[src/rtl/muldiv_unit.sv]
// muldiv_unit: iterative unsigned multiply/divide coprocessor sitting behind the
// register file. Operands come from the read ports A/B and the result is written
// back via C/Caddr/load. One bit is processed per CALC cycle.
//
// Ports:
//   clk, clear_n        clock (rising edge), asynchronous active-low reset
//   start, op           request (sampled in IDLE only), 0 = MUL, 1 = DIV
//   A, B                multiplicand/dividend, multiplier/divisor
//   dest_addr           destination register for the result
//   busy                high from the cycle after acceptance through the last writeback
//   done, div_zero      one-cycle pulses on the last writeback cycle
//   C, Caddr, load      register-file write port (C/Caddr hold outside writeback)
//
// Build option: define MULDIV_HI_EN to add a second writeback cycle (WB_HI) carrying
// the upper product half (MUL) or the remainder (DIV) to dest_addr+1.
module muldiv_unit #(
    parameter int unsigned WIDTH  = 16,
    parameter int unsigned ADDR_W = 4
) (
    input  logic              clk,
    input  logic              clear_n,
    input  logic              start,
    input  logic              op,
    input  logic [WIDTH-1:0]  A,
    input  logic [WIDTH-1:0]  B,
    input  logic [ADDR_W-1:0] dest_addr,
    output logic              busy,
    output logic              done,
    output logic              div_zero,
    output logic [WIDTH-1:0]  C,
    output logic [ADDR_W-1:0] Caddr,
    output logic              load
);

    localparam int unsigned CNT_W = $clog2(WIDTH + 1);
    localparam int unsigned ACC_W = 2 * WIDTH;

    typedef enum logic [1:0] {
        S_IDLE,
        S_CALC,
        S_WB
`ifdef MULDIV_HI_EN
        , S_WB_HI
`endif
    } state_e;

    state_e              state_q;
    logic [CNT_W-1:0]    cnt_q;
    logic                op_q;
    logic [WIDTH-1:0]    opnd_q;   // multiplicand for MUL, divisor for DIV
    logic [ACC_W-1:0]    acc_q;    // {hi, lo}: {product hi, product lo / multiplier} or {remainder, quotient}
    logic [ADDR_W-1:0]   dest_q;
    logic                busy_q;
    logic                done_q;
    logic                div_zero_q;
    logic [WIDTH-1:0]    c_q;
    logic [ADDR_W-1:0]   caddr_q;
    logic                load_q;

    logic [WIDTH:0]      mul_sum;
    logic [WIDTH:0]      div_shift;
    logic [WIDTH:0]      div_trial;
    logic [ACC_W-1:0]    acc_d;

    // One iteration: shift-add multiply (LSB of acc selects the add) or restoring divide.
    always_comb begin
        mul_sum   = {1'b0, acc_q[ACC_W-1:WIDTH]} + (acc_q[0] ? {1'b0, opnd_q} : {(WIDTH+1){1'b0}});
        div_shift = {acc_q[ACC_W-1:WIDTH], acc_q[WIDTH-1]};
        div_trial = div_shift - {1'b0, opnd_q};
        acc_d     = {mul_sum, acc_q[WIDTH-1:1]};
        if (op_q) begin
            // A zero divisor always "fits", giving an all-ones quotient and remainder == dividend.
            if (div_trial[WIDTH]) begin
                acc_d = {div_shift[WIDTH-1:0], acc_q[WIDTH-2:0], 1'b0};
            end else begin
                acc_d = {div_trial[WIDTH-1:0], acc_q[WIDTH-2:0], 1'b1};
            end
        end
    end

    // Control FSM with registered outputs.
    always_ff @(posedge clk or negedge clear_n) begin
        if (!clear_n) begin
            state_q    <= S_IDLE;
            cnt_q      <= '0;
            op_q       <= 1'b0;
            opnd_q     <= '0;
            acc_q      <= '0;
            dest_q     <= '0;
            busy_q     <= 1'b0;
            done_q     <= 1'b0;
            div_zero_q <= 1'b0;
            c_q        <= '0;
            caddr_q    <= '0;
            load_q     <= 1'b0;
        end else begin
            done_q     <= 1'b0;
            div_zero_q <= 1'b0;
            load_q     <= 1'b0;
            case (state_q)
                S_IDLE: begin
                    // busy_q still high here means the FSM only just returned; wait one cycle.
                    if (start && !busy_q) begin
                        op_q    <= op;
                        opnd_q  <= op ? B : A;
                        acc_q   <= {{WIDTH{1'b0}}, (op ? A : B)};
                        dest_q  <= dest_addr;
                        cnt_q   <= '0;
                        busy_q  <= 1'b1;
                        state_q <= S_CALC;
                    end else begin
                        busy_q  <= 1'b0;
                    end
                end
                S_CALC: begin
                    acc_q <= acc_d;
                    cnt_q <= cnt_q + CNT_W'(1);
                    if (cnt_q == CNT_W'(WIDTH - 1)) begin
                        state_q <= S_WB;
                    end
                end
                S_WB: begin
                    load_q  <= 1'b1;
                    c_q     <= acc_q[WIDTH-1:0];
                    caddr_q <= dest_q;
`ifdef MULDIV_HI_EN
                    state_q <= S_WB_HI;
`else
                    done_q     <= 1'b1;
                    div_zero_q <= op_q && (opnd_q == '0);
                    state_q    <= S_IDLE;
`endif
                end
`ifdef MULDIV_HI_EN
                S_WB_HI: begin
                    load_q     <= 1'b1;
                    c_q        <= acc_q[ACC_W-1:WIDTH];
                    caddr_q    <= dest_q + ADDR_W'(1);
                    done_q     <= 1'b1;
                    div_zero_q <= op_q && (opnd_q == '0);
                    state_q    <= S_IDLE;
                end
`endif
                default: state_q <= S_IDLE;
            endcase
        end
    end

    assign busy     = busy_q;
    assign done     = done_q;
    assign div_zero = div_zero_q;
    assign C        = c_q;
    assign Caddr    = caddr_q;
    assign load     = load_q;

endmodule

[config.mk]
export PLATFORM = sky130hd
export DESIGN_NAME = muldiv_unit
export DESIGN_NICKNAME = d
export VERILOG_FILES = /design/src/rtl/muldiv_unit.sv
export SDC_FILE = /design/constraint.sdc
export NUM_CORES = 1
export LEC_CHECK = 0
export ABC_AREA = 0
export BUFFER_PORTS_ARGS = -buffer_cell sky130_fd_sc_hd__buf_2
export CAP_MARGIN = 0
export CORE_MARGIN = 5
export CORE_UTILIZATION = 40
export DETAILED_ROUTE_END_ITERATION = 10
export MAX_ROUTING_LAYER = met4
export PLACE_DENSITY = 0.6
export SLEW_MARGIN = 25
export SYNTH_ARGS = -nofsm -noshare
export SYNTH_HDL_FRONTEND = slang
export SYNTH_SLANG_ARGS = --single-unit
[constraint.sdc]
create_clock -name clk -period 7.2 [get_ports clk]
set_clock_uncertainty 0.1 [all_clocks]
set_input_delay 0.72 -clock clk [delete_from_list [all_inputs] [get_ports clk]]
set_output_delay 0.72 -clock clk [all_outputs]
set_load 0.01 [all_outputs]
======== Word-level counts from Yosys, hierarchy flattened ========
Index checks and enable logic that the tools add are counted.
word-level totals
  logic and storage cells ................. 43
  flip-flop bits (word level) ............. 83
  output and inout port bits .............. 24
  input port bits ......................... 40
operators by class
  $add $sub $neg .......................... 3
  reduce and logical (&&, ||, !) cells .... 9
  equal/unequal tests ..................... 5
  muxes and demuxes ....................... 15
operators by type and width
  kind                 count
  $mux 32              3
  $pmux 32 s2          1
  $mux 16              3
  $add 16x16->17       1
  $sub 17x16->17       1
  $logic_not 16->1     1
  $pmux 5 s2           1
  $reduce_and 2->1     3
  $add 5x1->5 const B  1
  $eq 5x4->1 const B   1
  $mux 5               1
  $mux 2               2
  $ne 2x2->1 const B   2
  $pmux 2 s2           1
  $mux 1               3
  $eq 2x1->1 const B   1
  $eq 2x2->1 const B   1
  $logic_and 1x1->1    2
  $logic_not 2->1      1
  $reduce_bool 2->1    1
  $logic_not 1->1      1

======== Logic depth before layout (Yosys ltp) ========
Gate-level depths: netlist of run 1.
  word-level depth ........................ 4
  mapped depth ............................ 12
  depth with buffers taken out ............ 11

======== Least setup slack after synthesis of run 1 ========
No wires, ideal clock.
  path kind ............................... reg-to-reg
  start point ............................. register opnd_q[12]
  end point ............................... register acc_q[31]
  path slack .............................. 4.523 ns
  stages on the path, launching flop included .. 11
  library setup time ...................... 0.122 ns
  required time ........................... 6.978 ns
  data arrival time ....................... 2.455 ns
  path through ............................ dfrtp_1 inv_1 ha_1 o21a_1 o211a_1 a221o_1 a31oi_4 xnor2_2 buf_4 nand4_1 a32o_1
between the ends
  cells in the longest elaborated chain, start to end .. 4
  elaborated cells on any way between the ends .. 6
  classes of those cells .................. add/sub (2); mux (4)
RTL lines
  element                                    line    RTL
  from (decl)                                50      logic [WIDTH-1:0] opnd_q;
  from (signal assigned)                     105     opnd_q <= op ? B : A;
  $sub 17x16->17 or $mux 16 (tied branches)  69, 67
  $mux 32 or $add 16x16->17 (tied branches)  73, 67
  $mux 32 (*)                                71      if (op_q) begin
  $pmux 32 s2 (*)                            100     case (state_q)
  to (signal assigned)                       106     acc_q <= {{WIDTH{1'b0}}, (op ? A : B)};
  to (decl)                                  51      logic [ACC_W-1:0] acc_q;
Mark *: on every way between the ends. The rest lies on a longest branch, timed or not.
A chain may end at the register's enable or synchronous reset.

======== Final worst setup path of run 1 ========
  start point ............................. register opnd_q[12]
  end point ............................... register acc_q[16]
between the ends
  cells in the longest elaborated chain, start to end .. 4
RTL lines
  element         line  RTL
  $sub 17x16->17  69    div_trial = div_shift - {1'b0, opnd_q};
  $mux 32         73    if (div_trial[WIDTH]) begin
  $mux 32         71
  $pmux 32 s2     100
Every way passes these cells.

==> results_dict.tcl, run 1 <==
set metrics [dict create \
    status "finished clean" \
    syn-num-nets 711 \
    setup_tns_ns 0 \
    dp_hpwl_mm 11.7 \
    overflow 0 \
    ir_worst_vdd_mv 0.184 \
    vias 4908 \
    min_path_type "in2async" \
    cts_root_buf "clkbuf_16" \
    core_sq_um 14400 \
    clk_pin_slew_ns 0.07 \
    ctsResizeCount 0 \
    ff2ff_path_depth 9 \
    reg2reg_setup_slack_ns 3.95 \
    synth_top_area_share_pct 35.9 \
    min_period_ns 3.25 \
    cts_tree "built" \
    synth-compound-area-share_pct 20.0 \
    syn_area_per_cell_sq_um 9.10 \
    hold_viol 0 \
    r2r_end "acc_q[16]$_DFFE_PN0P_" \
    yosys.area_share.simple_pct 14.0 \
    slew_viol_final 0 \
    gp_congestion 0.948 \
    max_slew.worst_pin.slew_ns 0.903 \
    drc 0 \
    synthCells 635 \
    routedWlPerCell_um 17.6 \
    via_per_inst 5.65 \
    synth-main-ff-cell "dfrtp_1" \
    synthToLayoutAreaGrowth_pct 13.9 \
    ys_top_cells_by_area "dfrtp_1 36%, mux2i_1 10%, ha_1 7.4%" \
    wl_mm 15.3 \
    finalPower_mw 3.44 \
    cts_max_level 3 \
    rr_startpoint "opnd_q[12]$_DFFE_PN0P_" \
    yosys.area.top_type "dfrtp_1" \
    synthAdderAreaFrac_pct 8.05 \
    clkSinkCount 83 \
    yosys_warnings 0 \
    worst_skew_pair.late_latency_ns 0.34 \
    finalNonFillerCells 869 \
    die_h_um 130 \
    io_pins 64 \
    final_nets 756 \
    async_flop_share_pct 100 \
    critPathLaunchType "flop" \
    critPathCaptureType "flop" \
    synth_cell_types 57 \
    drtIter0Drc 218 \
    post_cts_buffers 0 \
    synth_xor_area_share_pct 3.01 \
    synthTopCellsByCount "83 x dfrtp_1, 70 x nand2_1, 65 x o21ai_0" \
    fmax_mhz 307 \
    start_util_pct 40.2 \
    die_w_um 130 \
    crit_arrival_ns 3.41 \
    ant_nets 0 \
    setup_violations 0 \
    synth_top_family_by_area "compound AO/OA/AOI/OAI gates" \
    grt_pass1_wl_mm 25.1 \
    grt_use_total_pct 19.2 \
    path_max_fanout 6 \
    slew_headroom_pct 39.6 \
    rsz0062_at_grt "false" \
    dr.pass1.iters 5 \
    fp.dieArea_sq_um 17000 \
    fin_crit_sh_pct 45.2 \
    crit_type "reg2reg" \
    synth_edf_count 0 \
    synth.ff_latch_count 83 \
    grt_max_degree 65 \
    ctsHoldBuffers 0 \
    rows 44 \
    diodes 0 \
    io_buffer_count 63 \
    synth.most_common_cell "dfrtp_1" \
    crit_required_ns 7.35 \
    maxCapViolCount 0 \
    grt_pass1_vias 4857 \
    muxShareOfSynthArea_pct 14.3 \
    syn_area_sq_um 5780 \
    cts_buffers 9 \
    powerDensity_nw_per_um2 522 \
    total_leakage_power_nw 3.04 \
    ys_seq_area_share_pct 35.9 \
    layout-drive-gt1-share_pct 16.5 \
    cts_buffer_depth 2 \
    place_inst 853 \
    antenna_found_initial 0 \
]
-- report_power, final --
part           leakage [nW]  internal, mW  total [mW]  switching (mW)
registers              1.01         0.668       0.888           0.219
clock network         0.159         0.310       0.519           0.209
logic                  1.87         0.864        2.03            1.17
-- worst max-delay path, stage by stage (launching register included) --
cell      delay (ns)
dfrtp_1         0.39
inv_1           0.07
ha_1            0.40
o21a_1          0.23
o211a_1         0.20
a221o_1         0.41
a31oi_4         0.29
xor2_1          0.51
mux2_2          0.41
o221ai_1        0.15
-- worst max path at each step --
| stage | from | to | slack [ns] | cells after the start |
|---|---|---|---|---|
| 3_3_place_gp | acc_q[15]$_DFFE_PN0P_ | acc_q[17]$_DFFE_PN0P_ | 3.69 | 10 |
| 3_5_place_dp | opnd_q[12]$_DFFE_PN0P_ | acc_q[16]$_DFFE_PN0P_ | 3.98 | 9 |
| 2_1_floorplan | opnd_q[12]$_DFFE_PN0P_ | acc_q[31]$_DFFE_PN0P_ | 4.52 | 10 |
| 6_report | opnd_q[12]$_DFFE_PN0P_ | acc_q[16]$_DFFE_PN0P_ | 3.95 | 9 |
| 5_1_grt | opnd_q[12]$_DFFE_PN0P_ | acc_q[16]$_DFFE_PN0P_ | 3.76 | 9 |
| 4_1_cts | opnd_q[12]$_DFFE_PN0P_ | acc_q[16]$_DFFE_PN0P_ | 3.92 | 9 |
-- cell families (layout without fill, tap and decap cells) --
group	Yosys count	after routing
buffers and inverters	69	119
AOI/OAI and AO/OA	178	178
adders and majority gates	36	36
xor gates and xnor gates	19	19
muxes	80	80
and+or+nand+nor	170	170
DFF	83	83
-- final cells by class --
cell class	count	area, sq um
Clock inverter	7	105
Clock buffer	9	225
Inverter	34	128
Timing Repair Buffer	69	363
Fill cell	1344	7790
Multi-Input combinational cell	483	3450
Tap cell	184	230
Sequential cell	83	2080
-- sequential cells by signal, indices dropped and copies added, names as in the netlist, 2 cells and up --
register and flops:
acc_q 32, C 16, opnd_q 16, cnt_q 5
Caddr 4, dest_q 4, state_q 2
-- layer usage --
layer  wire length, um  vias to the layer above  track usage [%]
met3               528                       15             2.66
met4               264                        0             5.20
met5                 0                        -                -
met1              7140                     2383             25.6
li1                  -                     2399                -
met2              7390                      111             30.7
-- placed cells by master, fill, tap and decap left out, types with 7 or more instances in the layout --
cell        n
clkbuf_16   9
nand4_1     7
mux2_2     22
inv_1      34
o21ai_0    65
dfrtp_1    83
nor3_1     12
and2_1     16
nor2_1     26
o21a_1      8
o211ai_1   24
buf_2      62
nand2_1    69
xor2_1     10
ha_1       34
o31ai_1     7
nand2b_1   10
buf_4       7
a21o_1      7
mux2i_1    58
xnor2_1     8
a21oi_1    23
-- metrics by stage --
stage / util (%) / worst slack, ns / hold slack (ns) / instance area [sq um]
final: 45.8 / 3.95 / 0.154 / 6580
after global routing: 45.8 / 3.76 / 0.176 / 6580
after CTS: 45.8 / 3.92 / 0.163 / 6580
after detailed placement: 43.5 / 3.98 / 0.363 / 6250
after global placement: 43.4 / 3.69 / 0.354 / 6240
after floorplan: - / 4.52 / 0.324 / 5780
Power figures use the tool's default switching activity.
==> run 2, diff against run 1 <==
Settings changed: PLACE_DENSITY 0.6 to 0.62.
Clock period 7.2 ns to 2.66 ns, I/O delays scaled along.
==> run 2 against run 1 <==
  * The run now ends with setup timing left
  * Design area is 16% higher
  * Sequential cell count stayed put
  * Global-route usage is 1.9 points higher
  * Register-to-register slack worse by 4.0 ns
  * Die area did not move
  * Sequential power rose to 2.6 times the previous value
  * Worst setup slack got worse by 4.0 ns
  * First-iteration DRC count grew 15%
  * Clock power grew to 2.7 times the previous value
  * Wire length rose by 9.8%
  * Critical path depth unchanged
  * Via count increased by 8.7%
  * Critical path type unchanged
  * Critical endpoint unchanged
==> results_dict.tcl, run 2 (same netlist as run 1, synthesis figures left out) <==
set metrics [dict create \
    regMostFlops "acc_q" \
    cp_slowest_cell "dfrtp_1" \
    final_cell_mix "94 x buf_4, 81 x dfrtp_1, 70 x nand2_1" \
    die_w_um 130 \
    cts_root_buf "clkbuf_16" \
    diodes 0 \
    dr.pass1.iters 4 \
    layout-drive-gt1-share_pct 32.1 \
    violations "setup timing" \
    rows 44 \
    worst_skew_pair.late_latency_ns 0.34 \
    path_max_fanout 2 \
    min_period_ns 2.71 \
    io_buffer_count 63 \
    rr_startpoint "acc_q[27]$_DFFE_PN0P_" \
    wl_mm 16.8 \
    via_per_inst 5.51 \
    grt_max_degree 84 \
    dp_hpwl_mm 12.7 \
    min_path_type "in2reg" \
    critPathLaunchType "flop" \
    path_cells "ha_4, o21a_1, o211a_1, a221o_1, a31oi_4, buf_6, xor2_4, mux2_4, o221ai_2" \
    total_leakage_power_nw 3.57 \
    crit_start "acc_q[27]$_DFFE_PN0P_" \
    powerDensity_nw_per_um2 1510 \
    ant_nets 0 \
    crit_type "reg2reg" \
    final_nets 854 \
    io_pins 64 \
    antenna_found_initial 0 \
    fillers 1291 \
    ir_worst_vdd_mv 0.529 \
    grt_pass1_wl_mm 27.4 \
    fp.dieArea_sq_um 17000 \
    post-route-util_pct 53.2 \
    cts_tree "built" \
    ff2ff_path_depth 9 \
    core_sq_um 14400 \
    rsz0062_at_grt "true" \
    start_util_pct 40.2 \
    final_common_cell "buf_4" \
    fmax_mhz 370 \
    maxCapViolCount 0 \
    routedWlPerCell_um 17.4 \
    r2r_end "acc_q[16]$_DFFE_PN0P_" \
    crit_end "acc_q[16]$_DFFE_PN0P_" \
    overflow 0 \
    die_h_um 130 \
    cts_buffer_depth 2 \
    fin_crit_sh_pct 102 \
    slew_headroom_pct 52.8 \
    gp_congestion 0.957 \
    cts_max_level 3 \
    critPathCaptureType "flop" \
    crit_required_ns 2.81 \
    max_slew.worst_pin.slew_ns 0.708 \
    drtIter0Drc 251 \
    grt_use_total_pct 21.1 \
    clkSinkCount 83 \
    crit_arrival_ns 2.86 \
    drc 0 \
    finalPower_mw 11.5 \
    reg2reg_setup_slack_ns -0.05 \
    setup_violations 3 \
    cpPeakStageDelay_ns 0.41 \
    hold_ws_ns 0.0125 \
    largest_reg_flops 32 \
    slew_viol_final 0 \
    grt_pass1_vias 5372 \
    cts_buffers 9 \
    clk_pin_slew_ns 0.07 \
    vias 5333 \
    setup_ws_ns -0.0451 \
    status "finished, violations left" \
    synthToLayoutAreaGrowth_pct 32.2 \
    hold_viol 0 \
]
run 2: cell types whose count changed in the layout (fill, tap and decap cells not counted), moves of 4 or more:
cell	previous run	this run
a21oi_1	23	17
a21oi_2	0	5
buf_12	0	4
buf_4	7	94
buf_6	0	5
ha_1	34	26
ha_4	0	5
o21ai_0	65	58
o21ai_1	0	5
run 2: how the worst min path moves through the flow:
stage,startpoint,end,depth (start not counted)
final,dest_addr[0],dest_q[0]$_DFFE_PN0P_,3
after global routing,dest_addr[0],dest_q[0]$_DFFE_PN0P_,3
after CTS,dest_addr[0],dest_q[0]$_DFFE_PN0P_,3
after detailed placement,clear_n,C[5]$_DFFE_PN0P_,2
after global placement,clear_n,C[5]$_DFFE_PN0P_,2
after floorplan,clear_n,C[0]$_DFFE_PN0P_,0
run 2: critical path, delay by kind of cell, from the launching register on:
kind	cells	cell delay [ns]
multiplexers	1	0.33
XOR/XNOR	1	0.21
buffers and inverters	1	0.16
flip-flops	1	0.41
adder cells (fa/ha/maj)	1	0.25
AO/OA/AOI/OAI	5	1.15
run 2: area by class of cell:
| class | instances | area, sq um | area share, % |
|---|---|---|---|
| clock buffer | 9 | 225 | 2.95 |
| clock inverter | 7 | 105 | 1.38 |
| inverter | 34 | 128 | 1.67 |
| multi-input combinational | 483 | 3700 | 48.4 |
| sequential | 83 | 2080 | 27.2 |
| tap | 184 | 230 | 3.01 |
| timing repair buffer | 167 | 1180 | 15.4 |
run 2: routing by layer:
| metal | up-vias | wire [um] | track usage, % |
|---|---|---|---|
| li1 | 2591 | - | - |
| met1 | 2610 | 7800 | 28.4 |
| met2 | 119 | 8250 | 33.8 |
| met3 | 13 | 534 | 2.09 |
| met4 | 0 | 256 | 6.23 |
| met5 | - | 0 | - |
run 2: stage by stage:
stage	setup WS, ns	setup TNS (ns)	area (sq um)	std cells
global route	-0.186	-1.24	7640	967
detailed placement	-0.303	-3.19	6940	941
global placement	-0.209	-2.18	6940	941
floorplan	-0.0129	-0.0129	5780	635
CTS	-0.0678	-0.205	7450	965
finish	-0.0451	-0.0743	7640	967
run 2: timing repair:
item | 4_1_cts | 5_1_grt
endpoints found under the setup margin | 17 | 17
resized for setup | 24 | 39
endpoints found under the hold margin | 83 | 0
setup buffers | 7 | 2
pin swaps | 12 | 16
hold buffers | 1 | 0
run 2: power breakdown:
group / internal [mW] / total [mW] / leakage [nW] / switching, mW
combinational: 3.90 / 7.78 / 2.40 / 3.88
clock: 0.841 / 1.40 / 0.164 / 0.561
sequential: 1.81 / 2.33 / 1.00 / 0.514
==> run 3, diff against run 2 <==
Settings changed: BUFFER_PORTS_ARGS -buffer_cell sky130_fd_sc_hd__buf_2 to not set, CTS_BUF_LIST set to sky130_fd_sc_hd__clkbuf_16, DONT_BUFFER_PORTS set to 1, PLACE_DENSITY 0.62 to 0.58.
==> run 3 against run 2 <==
  * The run still ends with setup timing left
  * Highest routed layer unchanged
  * Cell count is 4.7% lower
  * Largest cell class unchanged
  * Combinational power fell by 1%
  * Global-route usage shrank 0.32 points
==> results_dict.tcl, run 3 (same netlist as run 1, synthesis figures left out) <==
set metrics [dict create \
    ant_nets 0 \
    dp_hpwl_mm 12.8 \
    diodes 0 \
    fp.dieArea_sq_um 17000 \
    start_util_pct 40.2 \
    io_buffer_count 0 \
    vias 5134 \
    slew_viol_final 0 \
    cts_tree "built" \
    setup_violations 2 \
    drc 0 \
    routedWlPerCell_um 18.3 \
    max_slew.worst_pin.slew_ns 0.726 \
    grt_use_total_pct 20.8 \
    final_area_sq_um 7400 \
    cts_max_level 3 \
    gp_congestion 0.898 \
    path_max_fanout 7 \
    io_pins 64 \
    crit_type "reg2reg" \
    synthToLayoutAreaGrowth_pct 28.1 \
    layout-drive-gt1-share_pct 26.7 \
    violations "setup timing" \
    cts_buffer_depth 2 \
    cts_buffers 9 \
    place_inst 888 \
    via_per_inst 5.57 \
    die_w_um 130 \
    overflow 0 \
    rows 44 \
    largest_reg_flops 32 \
    worst_skew_pair.late_latency_ns 0.34 \
    regMostFlops "acc_q" \
    critPathCaptureType "flop" \
    fmax_mhz 370 \
    setup_tns_ns -0.0633 \
    cts_root_buf "clkbuf_16" \
    final_common_cell "buf_4" \
    setup_ws_ns -0.0438 \
    min_path_type "in2reg" \
    die_h_um 130 \
    crit_arrival_ns 2.80 \
    grt_pass1_wl_mm 26.7 \
    ir_worst_vdd_mv 0.487 \
    slew_headroom_pct 51.6 \
    min_period_ns 2.70 \
    core_sq_um 14400 \
    drtIter0Drc 251 \
    final_cell_mix "108 x buf_4, 81 x dfrtp_1, 70 x nand2_1" \
    hold_viol 0 \
    final_nets 809 \
    maxCapViolCount 0 \
    dpl_cell_area_sq_um 6670 \
    total_leakage_power_nw 3.39 \
    finalNonFillerCells 922 \
    wl_mm 16.9 \
    rsz0062_at_grt "true" \
    grt_pass1_vias 5228 \
    fin_crit_sh_pct 102 \
    antenna_found_initial 0 \
    dr.pass1.iters 5 \
    finalPower_mw 11.3 \
    status "finished, violations left" \
    critPathLaunchType "flop" \
    crit_required_ns 2.76 \
    clk_pin_slew_ns 0.06 \
    grt_max_degree 84 \
    clkSinkCount 83 \
    powerDensity_nw_per_um2 1530 \
]
-- run 3: changes by cell type in the layout (fill, tap and decap cells not counted), sizes merged --
cell / previous run / this run
clkinvlp: 0 / 1
bufinv: 2 / 1
dlygate4sd3: 1 / 6
clkinv: 1 / 3
inv: 38 / 36
buf: 166 / 116
-- run 3: area by class of cell --
| type | instances | area (sq um) |
|---|---|---|
| clock buffers | 9 | 225 |
| well taps | 184 | 230 |
| inverters | 34 | 128 |
| repair buffers | 122 | 995 |
| multi-input cells | 483 | 3670 |
| clock inverters | 7 | 75.1 |
| flip-flops and latches | 83 | 2080 |
| fillers | 1299 | 6960 |
-- run 3: through the flow --
stage | util, % | hold WS (ns) | worst slack, ns
floorplan | - | -0.130 | -0.0129
global placement | 46.4 | -0.127 | -0.185
detailed placement | 46.4 | -0.127 | -0.276
CTS | 50.3 | 0.0394 | -0.0440
global route | 51.5 | 0.0650 | -0.150
finish | 51.5 | 0.0424 | -0.0438
-- run 3: critical path, cell delays in order (launching register included) --
cell and delay [ns]:
dfrtp_2 0.45, buf_4 0.15, and2_1 0.16, ha_1 0.21
buf_4 0.15, nor3_1 0.19, nor2_1 0.11, buf_4 0.15
a31o_2 0.19, a21oi_1 0.17, xnor2_1 0.10, a222oi_1 0.31
o31ai_1 0.12
-- run 3: per-layer routing --
layer / routed length, um / global-route usage [%] / up-vias
li1: - / - / 2499
met2: 7870 / 32.6 / 144
met5: 0 / - / -
met4: 278 / 5.26 / 0
met1: 7770 / 27.5 / 2469
met3: 960 / 4.38 / 22
-- run 3: worst paths after layout --
kind	startpoint	endpoint	slack [ns]	cells after the start
max in group asynchronous	clear_n	acc_q[22]$_DFFE_PN0P_	1.73	2
worst min-delay path	A[5]	opnd_q[5]$_DFFE_PN0P_	0.04	2
min in group asynchronous	clear_n	C[7]$_DFFE_PN0P_	0.38	2
worst max register to register	acc_q[0]$_DFFE_PN0P_	acc_q[26]$_DFFE_PN0P_	-0.04	12
worst min register to register	dest_q[3]$_DFFE_PN0P_	dest_q[3]$_DFFE_PN0P_	0.38	2
worst max-delay path	acc_q[0]$_DFFE_PN0P_	acc_q[26]$_DFFE_PN0P_	-0.04	12
-- run 3: timing repair --
action                     in CTS  in global routing
pin swaps                      11                 20
setup endpoints to repair      16                 17
hold buffers                    7                  0
buffers inserted                8                  3
gates resized for setup        23                 38
hold endpoints to repair       88                  0
-- run 3: power by group --
part	leakage, nW	switching [mW]	total [mW]	internal [mW]
Sequential	1.00	0.564	2.38	1.81
Combinational	2.24	3.85	7.70	3.84
Clock	0.145	0.526	1.26	0.734
Total	3.39	4.94	11.3	6.39
